--- src/rtl/design_select_mux.sv ---
//------------------------------------------------------------------------------
// design_select_mux : four design slots on shared I/O, one selected onto io_out
// Rev 1.0 - initial release
//------------------------------------------------------------------------------
`timescale 1ns/1ps
`default_nettype none

module design_select_mux #(
  parameter int IO_WIDTH = 12
) (
  input  logic                clock,
  input  logic                reset,
  input  logic [5:0]          des_sel,
  input  logic                hold_reset,
  input  logic                sync_inputs,
  input  logic [IO_WIDTH-1:0] io_in,
  output logic [IO_WIDTH-1:0] io_out
);

  localparam logic [5:0] C_SLOT_CNT = 6'd2;
  localparam logic [5:0] C_SLOT_SR  = 6'd3;

  logic [IO_WIDTH-1:0] sync1_q, sync1_d;
  logic [IO_WIDTH-1:0] sync2_q, sync2_d;
  logic [IO_WIDTH-1:0] cnt_q, cnt_d;
  logic [IO_WIDTH-1:0] sr_q, sr_d;
  logic [IO_WIDTH-1:0] din;
  logic                cnt_rst;
  logic                sr_rst;

  // Synchronizer runs regardless of sync_inputs so switching it on never
  // exposes stale data older than two cycles.
  always_comb begin
    sync1_d = io_in;
    sync2_d = sync1_q;
    din     = sync_inputs ? sync2_q : io_in;
  end

  always_comb begin
    cnt_rst = reset | (hold_reset & (des_sel != C_SLOT_CNT));
    sr_rst  = reset | (hold_reset & (des_sel != C_SLOT_SR));
  end

  // Counter wraps naturally at the bus width; din[1] picks the direction.
  always_comb begin
    cnt_d = cnt_q;
    if (cnt_rst) begin
      cnt_d = '0;
    end else if (din[0]) begin
      cnt_d = din[1] ? (cnt_q - 1'b1) : (cnt_q + 1'b1);
    end
  end

  always_comb begin
    sr_d = {sr_q[IO_WIDTH-2:0], din[0]};
    if (sr_rst) begin
      sr_d = '0;
    end
  end

  always_ff @(posedge clock) begin
    if (reset) begin
      sync1_q <= '0;
      sync2_q <= '0;
    end else begin
      sync1_q <= sync1_d;
      sync2_q <= sync2_d;
    end
    cnt_q <= cnt_d;
    sr_q  <= sr_d;
  end

  always_comb begin
    io_out = '0;
    case (des_sel)
      6'd0:    io_out = din;
      6'd1:    io_out = ~din;
      6'd2:    io_out = cnt_q;
      6'd3:    io_out = sr_q;
      default: io_out = '0;
    endcase
  end

endmodule

`default_nettype wire

--- config.mk ---
export PLATFORM = sky130hd
export DESIGN_NAME = design_select_mux
export DESIGN_NICKNAME = d
export VERILOG_FILES = /design/src/rtl/design_select_mux.sv
export SDC_FILE = /design/constraint.sdc
export NUM_CORES = 1
export LEC_CHECK = 0
export ABC_AREA = 0
export ABC_CLOCK_PERIOD_IN_PS = 5210
export BUFFER_PORTS_ARGS = -buffer_cell sky130_fd_sc_hd__buf_2
export CAP_MARGIN = 10
export CORE_MARGIN = 2
export CORE_UTILIZATION = 60
export DETAILED_ROUTE_END_ITERATION = 10
export PLACE_DENSITY_LB_ADDON = 0.3
export REMOVE_ABC_BUFFERS = 1
export SYNTH_ARGS = -nofsm -noshare
export SYNTH_HDL_FRONTEND = slang
export SYNTH_SLANG_ARGS = --single-unit
--- constraint.sdc ---
create_clock -name clock -period 5.21 [get_ports clock]
set_clock_uncertainty 0.05 [all_clocks]
set_input_delay 0.521 -clock clock [delete_from_list [all_inputs] [get_ports clock]]
set_output_delay 0.521 -clock clock [all_outputs]
set_load 0.1 [all_outputs]
* After elaboration in Yosys (flattened, before gate mapping)
Cells that the tools add are included.
** Storage, ports and cells
- Register bits after elaboration :: 48
- Logic and storage cells :: 20
- Input port bits :: 22
- Output and inout port bits :: 12
** Cells by class
- Eq/ne operators :: 5
- $add $sub $neg :: 2
- Muxes and demuxes :: 3
- Bitwise operators :: 5
- Reduce and logical (&&, ||, !) cells :: 1
** Operators by type and width (number)
- one-hot mux 12 bit (4 select lines) :: 1
- two-way mux 12 bit :: 2
- adder 12 x 1 -> 12 bit, second input constant :: 1
- equality test 6 x 2 -> 1 bit, second input constant :: 2
- != test 6 x 2 -> 1 bit, second input constant :: 2
- NOT 12 bit :: 1
- subtractor 12 x 1 -> 12 bit, second input constant :: 1
- equality test 6 x 1 -> 1 bit, second input constant :: 1
- zero test 6 bit :: 1
- bitwise AND 1 bit :: 2
- OR 1 bit :: 2

* Longest topological paths before layout
Gate-level depths: netlist of the first run.
- Depth in word-level cells :: 3
- Mapped depth :: 10
- Depth with buffers taken out :: 9

* Least setup slack after synthesis of the first run
Ideal clock, no wire load.
- Kind :: input to output
- From :: input sync_inputs
- To :: output io_out[3]
- Arrival :: 2.609 ns
- Stages :: 7
- Path slack :: 2.030 ns
- Data required time :: 4.639 ns
- Path buffers :: 2
- Path through :: buf_2 buf_2 mux2i_1 xor2_1 nor2_1 a21oi_1 nor2_1
** Between the ends
- Longest elaborated chain between the ends :: 3
** RTL lines
- start, declared :: RTL line 15 : input logic sync_inputs,
- two-way mux 12 bit * :: RTL line 36 : din = sync_inputs ? sync2_q : io_in;
- NOT 12 bit :: RTL line 77 : 6'd1: io_out = ~din;
- one-hot mux 12 bit (4 select lines) * :: RTL line 75 : case (des_sel)
- end, declared :: RTL line 17 : output logic [IO_WIDTH-1:0] io_out
Every way passes the cells marked *; elsewhere a longest branch is shown, timed or not.

* Worst setup path in the final report of the first run
- From :: input sync_inputs
- To :: register cnt_q[11]
** Between the ends
- Longest elaborated chain between the ends :: 2
** RTL lines
- two-way mux 12 bit * :: RTL line 36
- two-way mux 12 bit :: RTL line 50 : cnt_d = din[1] ? (cnt_q - 1'b1) : (cnt_q + 1'b1);
- end signal, assigned :: RTL line 69 : cnt_q <= cnt_d;
- end, declared :: RTL line 25 : logic [IO_WIDTH-1:0] cnt_q, cnt_d;
Marks and branches as above.
A chain may end at the register's enable or synchronous reset.

==> impl_metrics.py, run 1 <==
metrics = {
    "yosys": {
        "synthCells": 273,
        "synth_cell_type_count": 39,
        "ys_warn_count": 0,
        "synth_edf_count": 0,
        "syn_avg_cell_area_um2": 8.91,
        "syn_area_mm2": 0.00243,
        "ys.flop_type": "dfxtp_1",
        "yosysSeqAreaShare_pct": 39.5,
        "ys_seq_elements": 48,
        "synth_async_sr_flop_share_pct": 0,
    },
    "drt": {
        "routed_via_density": 5.41,
        "remaining_drc_errors": 0,
        "wirelength_um": 4720,
        "wl_per_cell_um": 13.5,
        "dr_total_vias": 1893,
        "dr.pass1.iters": 4,
        "drt-initial-drc-count": 56,
        "ant_nets": 0,
    },
    "power_and_ir_drop": {
        "pwr-share-clk_pct": 32.1,
        "p_sw_mw": 0.199,
        "p_comb_share_pct": 15.4,
        "irDropWorstVdd_mv": 0.206,
        "p_per_area_mw_per_mm2": 271,
        "p_seq_share_pct": 52.6,
        "total_leakage_power_nw": 1.19,
        "power.internal_mw": 0.530,
        "switching_share_pct": 27.3,
        "total_power_mw": 0.729,
    },
    "sta": {
        "worst_slack_ns": 1.95,
        "finalCritPeriodShare_pct": 62.6,
        "final_hold_viol_count": 0,
        "worstMarginPinSlew_ns": 0.944,
        "holdWs_ns": 0.391,
        "max_freq_mhz": 307,
        "drv_slew": 0,
        "relSlewSlack_pct": 35.3,
        "setup_viol": 0,
        "tns_ns": 0,
        "period_minus_slack_ns": 3.26,
        "rsz0062_at_grt": "no",
    },
    "grt": {
        "grt_max_degree": 30,
        "overflow": 0,
        "grt_pass1_wl_um": 8270,
        "grt_pass1_vias": 1868,
        "grt_antenna_before_repair": 0,
        "grtUsageTotal_pct": 24.0,
    },
    "placement": {
        "gp_congestion": 0.790,
        "dpl.cell_count": 342,
        "io_buffers": 33,
        "dp_slack_ns": 1.64,
        "hpwl_um": 3360,
        "place_area_mm2": 0.00259,
    },
    "cells_and_area": {
        "drive_gt1_share_pct": 19.3,
        "syn_to_final_growth_pct": 10.6,
        "fill_cells": 332,
        "stdcell_count": 350,
        "final_util_pct": 68.2,
        "n_antenna_cell": 0,
        "nets": 332,
        "postLayoutCellArea_mm2": 0.00269,
    },
    "clock_network": {
        "cts.path.max_buffers": 2,
        "clk_latency_ns": 0.30,
        "cts.clk_slew.worst_paths_ns": 0.09,
        "cts_tree": "done",
        "htree_levels": 2,
        "cts_buffers": 5,
        "post_cts_buffers": 0,
        "cts_resized": 0,
        "cts_hold_buf": 0,
        "cts_sinks": 48,
        "root_buffer": "clkbuf_8",
    },
    "floorplanning": {
        "coreArea_mm2": 0.00394,
        "die_area_mm2": 0.00458,
        "initial_core_util_pct": 61.7,
        "die_x_um": 67.7,
        "io_pins": 34,
        "dieHeight_um": 67.7,
        "num_rows": 23,
    },
    "setup_path": {
        "critPathLaunchType": "primary input",
        "slowest_stage": "mux2i_1",
        "critPathKind": "primary input to flop",
        "required_ns": 5.36,
        "rrSetupSlack_ns": 2.30,
        "critPathLaunch": "sync_inputs",
        "cp.buffers_inverters": 2,
        "r2r_cells": 9,
        "critical_path.max_stage_delay_ns": 0.49,
        "r2r_end": "cnt_q[11]$_SDFFE_PP0P_",
        "path_cells": "buf_2, mux2i_1, inv_1, ha_1, a21o_1, a21oi_2, a211oi_1, or3_1, a21oi_1, mux2_2",
        "rr_startpoint": "sync2_q[1]$_SDFF_PP0_",
        "crit_family": "multiplexers",
        "end_kind": "flop",
        "path_max_fanout": 13,
        "crit_arrival_ns": 3.41,
        "path_depth": 10,
        "cp-endpoint": "cnt_q[11]$_SDFFE_PP0P_",
    },
    "job": {
        "timing.max_cap.violations": 0,
    },
    "hold_path": {
        "hp-class": "flop to flop",
    },
    "outcome": {
        "status": "finished, final reports clean",
    },
}
[cell type report]
cell class / instances / area [µm²] / area share, %
Clock buffer: 6 / 82.6 / 3.07
Clock inverter: 2 / 15.0 / 0.559
Inverter: 5 / 18.8 / 0.698
Multi-Input combinational cell: 206 / 1380 / 51.4
Sequential cell: 48 / 961 / 35.8
Tap cell: 50 / 62.6 / 2.33
Timing Repair Buffer: 33 / 165 / 6.15
[how the worst min path moves through the flow]
stage / from / end / slack [ns] / cells after the start
detailed placement: sync1_q[0]$_SDFF_PP0_ / sync2_q[0]$_SDFF_PP0_ / 0.37 / 1
global placement: sync1_q[5]$_SDFF_PP0_ / sync2_q[5]$_SDFF_PP0_ / 0.37 / 1
finish: sync1_q[0]$_SDFF_PP0_ / sync2_q[0]$_SDFF_PP0_ / 0.39 / 1
CTS: io_in[2] / sync1_q[2]$_SDFF_PP0_ / 0.39 / 2
global route: io_in[9] / sync1_q[9]$_SDFF_PP0_ / 0.39 / 2
floorplan: sync1_q[0]$_SDFF_PP0_ / sync2_q[0]$_SDFF_PP0_ / 0.36 / 1
[cell usage after synthesis (4+ instances only)]
library cell,instances,share of area [%]
xnor2_1,6,2.2
clkbuf_1,5,0.77
and2_1,12,3.1
mux2_2,11,5.1
nor2_1,34,5.2
a21o_1,5,1.5
buf_2,6,1.2
ha_1,10,5.1
xor2_1,14,5.0
o21ai_0,5,1.0
nor2b_1,25,6.4
dfxtp_1,48,40
inv_1,4,0.62
mux2i_1,12,4.9
nand2_1,20,3.1
a21oi_1,24,4.9
[power groups by stage]
stage	clock (mW)	sequential [mW]	combinational [mW]
floorplan	0	0.390	0.0768
global placement	0	0.391	0.108
detailed placement	0	0.392	0.111
CTS	0.238	0.383	0.112
global route	0.253	0.385	0.126
finish	0.234	0.383	0.112
[placed cells by master (no fill, tap or decap), drive strengths merged, types with 2 or more instances in the layout]
cell,synthesis,routed
mux2,11,11
and2,12,12
a21oi,25,25
ha,10,10
mux2i,12,12
nand3,3,3
o21ai,5,5
nor2b,25,25
nand2,20,20
o22ai,3,3
a21o,5,5
clkbuf,6,6
xnor2,6,6
nor2,34,34
a31oi,2,2
nor3,2,2
xor2,14,14
buf,8,33
nand2b,4,4
clkinvlp,0,2
a211oi,4,4
dfxtp,48,48
inv,5,5
[worst reg2reg max path: stages (launching register included)]
cell and delay [ns]:
dfxtp_1 0.31, mux2i_1 0.38, inv_1 0.32, ha_1 0.43, a21o_1 0.21, a21oi_2 0.15, a211oi_1 0.10, or3_1 0.34
a21oi_1 0.16, mux2_2 0.35
[per-layer routing]
layer / vias up / wire, µm / global-route usage (%)
li1: 966 / - / -
met1: 894 / 2130 / 28.3
met2: 26 / 2390 / 42.4
met3: 7 / 155 / 6.50
met4: 0 / 46 / 6.38
met5: - / 0 / 0
[logic make-up after synthesis]
| kind of cell | count (synthesis) | share of synthesized area, % |
|---|---|---|
| simple gates | 105 | 22.1 |
| flops | 48 | 39.5 |
| compound gates | 47 | 11.6 |
| mux | 23 | 10.0 |
| xor+xnor | 20 | 7.21 |
| buf+inv | 19 | 3.60 |
| fa+ha+maj | 11 | 5.97 |
[flip-flops by register name, summed over array words and instances, names as in the netlist]
name	cells
cnt_q	12
sr_q	12
sync1_q	12
sync2_q	12
No activity file was read; power rests on OpenSTA's default activity.
==> inputs of run 2 (changes only) <==
ABC_CLOCK_PERIOD_IN_PS = 3070   (was 5210)
CORE_UTILIZATION = 57   (was 60)
clock period = 3.07 ns   (was 5.21 ns; I/O delays follow)
==> impl_metrics.py, run 2 (synthesized netlist as in run 1, its figures left out) <==
metrics = {
    "outcome": {
        "status": "finished, final reports clean",
    },
    "sta": {
        "max_freq_mhz": 380,
        "tns_ns": 0,
        "relSlewSlack_pct": 49.4,
        "drv_slew": 0,
        "holdWs_ns": 0.179,
        "final_hold_viol_count": 0,
        "finalCritPeriodShare_pct": 85.8,
        "rsz0062_at_grt": "no",
        "period_minus_slack_ns": 2.63,
        "setup_viol": 0,
        "worstMarginPinSlew_ns": 0.759,
    },
    "cells_and_area": {
        "syn_to_final_growth_pct": 12.4,
        "mostFrequentLayoutCell": "dfxtp_1",
        "postLayoutCellArea_mm2": 0.00273,
        "nets": 336,
        "drive_gt1_share_pct": 20.4,
        "n_antenna_cell": 0,
        "layout_common_cells": "48 x dfxtp_1, 34 x nor2_1, 33 x buf_2, 25 x nor2b_1, 24 x a21oi_1",
    },
    "floorplanning": {
        "io_pins": 34,
        "num_rows": 23,
        "coreArea_mm2": 0.00406,
        "initial_core_util_pct": 59.9,
        "dieHeight_um": 69.3,
        "die_area_mm2": 0.00480,
        "die_x_um": 69.3,
    },
    "power_and_ir_drop": {
        "irDropWorstVdd_mv": 0.414,
        "p_per_area_mw_per_mm2": 474,
        "total_leakage_power_nw": 1.22,
    },
    "grt": {
        "grtUsageTotal_pct": 20.3,
        "grt_pass1_wl_um": 7910,
        "grt_max_degree": 30,
        "grt_antenna_before_repair": 0,
        "grt_pass1_vias": 1911,
        "overflow": 0,
    },
    "drt": {
        "wirelength_um": 4550,
        "wl_per_cell_um": 12.9,
        "routed_via_density": 5.31,
        "remaining_drc_errors": 0,
        "drt-initial-drc-count": 62,
        "dr_total_vias": 1879,
        "ant_nets": 0,
        "dr.pass1.iters": 4,
    },
    "clock_network": {
        "cts.clk_slew.worst_paths_ns": 0.09,
        "cts.path.max_buffers": 2,
        "cts_tree": "done",
        "cts_buffers": 5,
        "cts_sinks": 48,
        "root_buffer": "clkbuf_8",
        "clk_latency_ns": 0.30,
        "cts_resized": 0,
        "htree_levels": 2,
        "cts_hold_buf": 0,
        "post_cts_buffers": 0,
    },
    "setup_path": {
        "end_kind": "flop",
        "critPathKind": "flop to flop",
        "crit_family": "compound AO/OA/AOI/OAI gates",
        "required_ns": 3.22,
        "path_cells": "mux2i_1, inv_1, ha_1, a21o_1, a21oi_2, a211oi_1, or3_1, a21oi_1, mux2_2",
        "crit_arrival_ns": 2.78,
        "cp.buffers_inverters": 1,
        "critPathLaunchType": "flop",
        "path_max_fanout": 10,
        "slowest_stage": "ha_1",
        "critical_path.max_stage_delay_ns": 0.41,
    },
    "placement": {
        "hpwl_um": 3250,
        "gp_congestion": 0.905,
        "place_area_mm2": 0.00262,
        "io_buffers": 33,
    },
    "hold_path": {
        "hp-class": "primary input to flop",
    },
    "job": {
        "timing.max_cap.violations": 0,
    },
}
run 2: cell count changes in the layout (fill, tap and decap cells not counted), sizes merged:
cell      delta
clkinv       +1
clkinvlp     -1
bufinv       +1
buf          +4
clkbuf       -1
run 2: layer usage:
layer / GRT usage [%] / up-vias / routed length [µm]
li1: - / 975 / -
met4: 8.06 / 0 / 61
met5: 0 / - / 0
met1: 23.1 / 869 / 2100
met2: 36.3 / 30 / 2230
met3: 4.65 / 5 / 160
run 2: worst paths after layout:
kind	start	endpoint	slack, ns	cells past startpoint
worst max register to register	sync2_q[1]$_SDFF_PP0_	cnt_q[11]$_SDFFE_PP0P_	0.44	9
worst min register to register	sync1_q[10]$_SDFF_PP0_	sync2_q[10]$_SDFF_PP0_	0.40	1
worst min-delay path	io_in[6]	sync1_q[6]$_SDFF_PP0_	0.18	2
worst max-delay path	sync2_q[1]$_SDFF_PP0_	cnt_q[11]$_SDFFE_PP0P_	0.44	9
run 2: per-stage QoR:
step | utilization, % | std cells | total power, mW | worst slack (ns)
after floorplan | - | 259 | 0.793 | 0.411
after global placement | 64.6 | 346 | 0.851 | 0.334
after detailed placement | 64.6 | 346 | 0.856 | 0.282
after CTS | 67.3 | 354 | 1.30 | 0.428
after global routing | 67.3 | 354 | 1.35 | 0.247
final | 67.3 | 354 | 1.30 | 0.435
run 2: report_power, final:
part	leakage (nW)	switching [mW]	internal, mW	total [mW]
Sequential	0.393	0.00768	0.642	0.650
Combinational	0.775	0.115	0.0774	0.192
Clock	0.0541	0.212	0.241	0.453
run 2: worst reg2reg max path, cell delays in order, from the launching register on:
cell,delay (ns)
dfxtp_1,0.31
mux2i_1,0.22
inv_1,0.24
ha_1,0.42
a21o_1,0.22
a21oi_2,0.14
a211oi_1,0.09
or3_1,0.35
a21oi_1,0.16
mux2_2,0.34
run 2: layout make-up:
| class | count | area (µm²) |
|---|---|---|
| fillers | 331 | 1330 |
| clock inverters | 3 | 42.5 |
| multi-input cells | 206 | 1380 |
| clock buffers | 5 | 68.8 |
| flip-flops and latches | 48 | 961 |
| inverters | 5 | 18.8 |
| repair buffers | 37 | 195 |
| well taps | 50 | 62.6 |
==> inputs of run 3 (changes only) <==
CORE_UTILIZATION = 40   (was 57)
==> impl_metrics.py, run 3 (synthesized netlist as in run 1, its figures left out) <==
metrics = {
    "grt": {
        "grt_antenna_before_repair": 0,
        "grtUsageTotal_pct": 15.6,
        "overflow": 0,
        "grt_pass1_wl_um": 7980,
        "grt_max_degree": 30,
        "grt_pass1_vias": 1781,
    },
    "setup_path": {
        "path_max_fanout": 10,
        "r2r_cells": 9,
        "critPathLaunchType": "flop",
        "end_kind": "flop",
        "required_ns": 3.22,
        "crit_arrival_ns": 2.73,
        "critPathKind": "flop to flop",
    },
    "drt": {
        "dr.pass1.iters": 6,
        "drt-initial-drc-count": 87,
        "dr_total_vias": 1878,
        "wirelength_um": 4750,
        "routed_via_density": 4.94,
        "wl_per_cell_um": 12.5,
        "remaining_drc_errors": 0,
        "ant_nets": 0,
    },
    "sta": {
        "worstMarginPinSlew_ns": 0.644,
        "finalCritPeriodShare_pct": 84.0,
        "period_minus_slack_ns": 2.58,
        "final_hold_viol_count": 0,
        "drv_slew": 0,
        "setup_viol": 0,
        "relSlewSlack_pct": 57.1,
        "max_freq_mhz": 388,
        "tns_ns": 0,
        "rsz0062_at_grt": "no",
    },
    "hold_path": {
        "hp-class": "primary input to flop",
        "whs_path_depth": 2,
    },
    "power_and_ir_drop": {
        "p_per_area_mw_per_mm2": 452,
        "total_power_mw": 1.25,
        "irDropWorstVdd_mv": 0.332,
        "power.internal_mw": 0.903,
        "pwr-share-clk_pct": 32.4,
        "p_comb_share_pct": 15.4,
        "p_sw_mw": 0.343,
        "p_seq_share_pct": 52.2,
        "total_leakage_power_nw": 1.22,
        "switching_share_pct": 27.5,
    },
    "clock_network": {
        "cts.clk_slew.worst_paths_ns": 0.09,
        "root_buffer": "clkbuf_8",
        "cts.path.max_buffers": 2,
        "htree_levels": 2,
        "cts_hold_buf": 0,
        "post_cts_buffers": 0,
        "cts_buffers": 5,
        "cts_tree": "done",
        "cts_sinks": 48,
        "clk_latency_ns": 0.30,
        "cts_resized": 0,
    },
    "floorplanning": {
        "coreArea_mm2": 0.00589,
        "dieHeight_um": 82.0,
        "num_rows": 28,
        "die_x_um": 82.0,
        "die_area_mm2": 0.00672,
        "io_pins": 34,
        "initial_core_util_pct": 41.3,
    },
    "cells_and_area": {
        "fill_cells": 597,
        "final_util_pct": 46.8,
        "layout_common_cells": "48 x dfxtp_1, 34 x nor2_1, 33 x buf_2, 25 x nor2b_1, 24 x a21oi_1",
        "seq_area_um2": 961,
        "mostFrequentLayoutCell": "dfxtp_1",
        "multiInputGateArea_mm2": 0.00138,
        "nets": 337,
        "n_antenna_cell": 0,
        "drive_gt1_share_pct": 20.7,
        "syn_to_final_growth_pct": 13.4,
    },
    "outcome": {
        "status": "finished, final reports clean",
    },
    "placement": {
        "io_buffers": 33,
        "gp_congestion": 0.924,
        "hpwl_um": 3450,
    },
    "job": {
        "timing.max_cap.violations": 0,
    },
}
## run 3: final timing paths
| path | slack, ns | to | from |
|---|---|---|---|
| max | 0.49 | cnt_q[11]$_SDFFE_PP0P_ | sync2_q[1]$_SDFF_PP0_ |
| min | 0.17 | sync1_q[7]$_SDFF_PP0_ | io_in[7] |
| max reg2reg | 0.49 | cnt_q[11]$_SDFFE_PP0P_ | sync2_q[1]$_SDFF_PP0_ |
| min reg2reg | 0.40 | sync2_q[9]$_SDFF_PP0_ | sync1_q[9]$_SDFF_PP0_ |
## run 3: power by group through the flow
stage	Sequential (mW)	Clock, mW	Combinational, mW
global route	0.653	0.443	0.216
detailed placement	0.665	0	0.193
CTS	0.651	0.415	0.194
floorplan	0.662	0	0.130
finish	0.650	0.404	0.192
global placement	0.664	0	0.191
## run 3: critical path, stage by stage, from the launching register on
cell,delay [ns]
dfxtp_1,0.31
mux2i_1,0.17
inv_1,0.22
ha_1,0.41
a21o_1,0.21
a21oi_2,0.14
a211oi_1,0.09
or3_1,0.35
a21oi_1,0.17
mux2_2,0.34
## run 3: per-layer routing
layer / GRT usage (%) / wire length, µm
met5: 0 / 0
met4: 6.33 / 69
met3: 3.30 / 173
met2: 26.3 / 2200
met1: 19.3 / 2310
## run 3: final cells by class
class / instances / area share (%)
Clock buffer: 6 / 3.00
Clock inverter: 2 / 0.545
Inverter: 5 / 0.681
Multi-Input combinational cell: 206 / 50.2
Sequential cell: 48 / 34.9
Tap cell: 75 / 3.40
Timing Repair Buffer: 38 / 7.35
## run 3: through the flow
step | area [µm²] | hold WS (ns) | setup slack (ns) | cells
floorplan | 2360 | 0.329 | 0.411 | 259
global placement | 2660 | 0.365 | 0.346 | 372
detailed placement | 2660 | 0.374 | 0.339 | 372
CTS | 2760 | 0.168 | 0.494 | 380
global route | 2760 | 0.171 | 0.335 | 380
finish | 2760 | 0.173 | 0.492 | 380
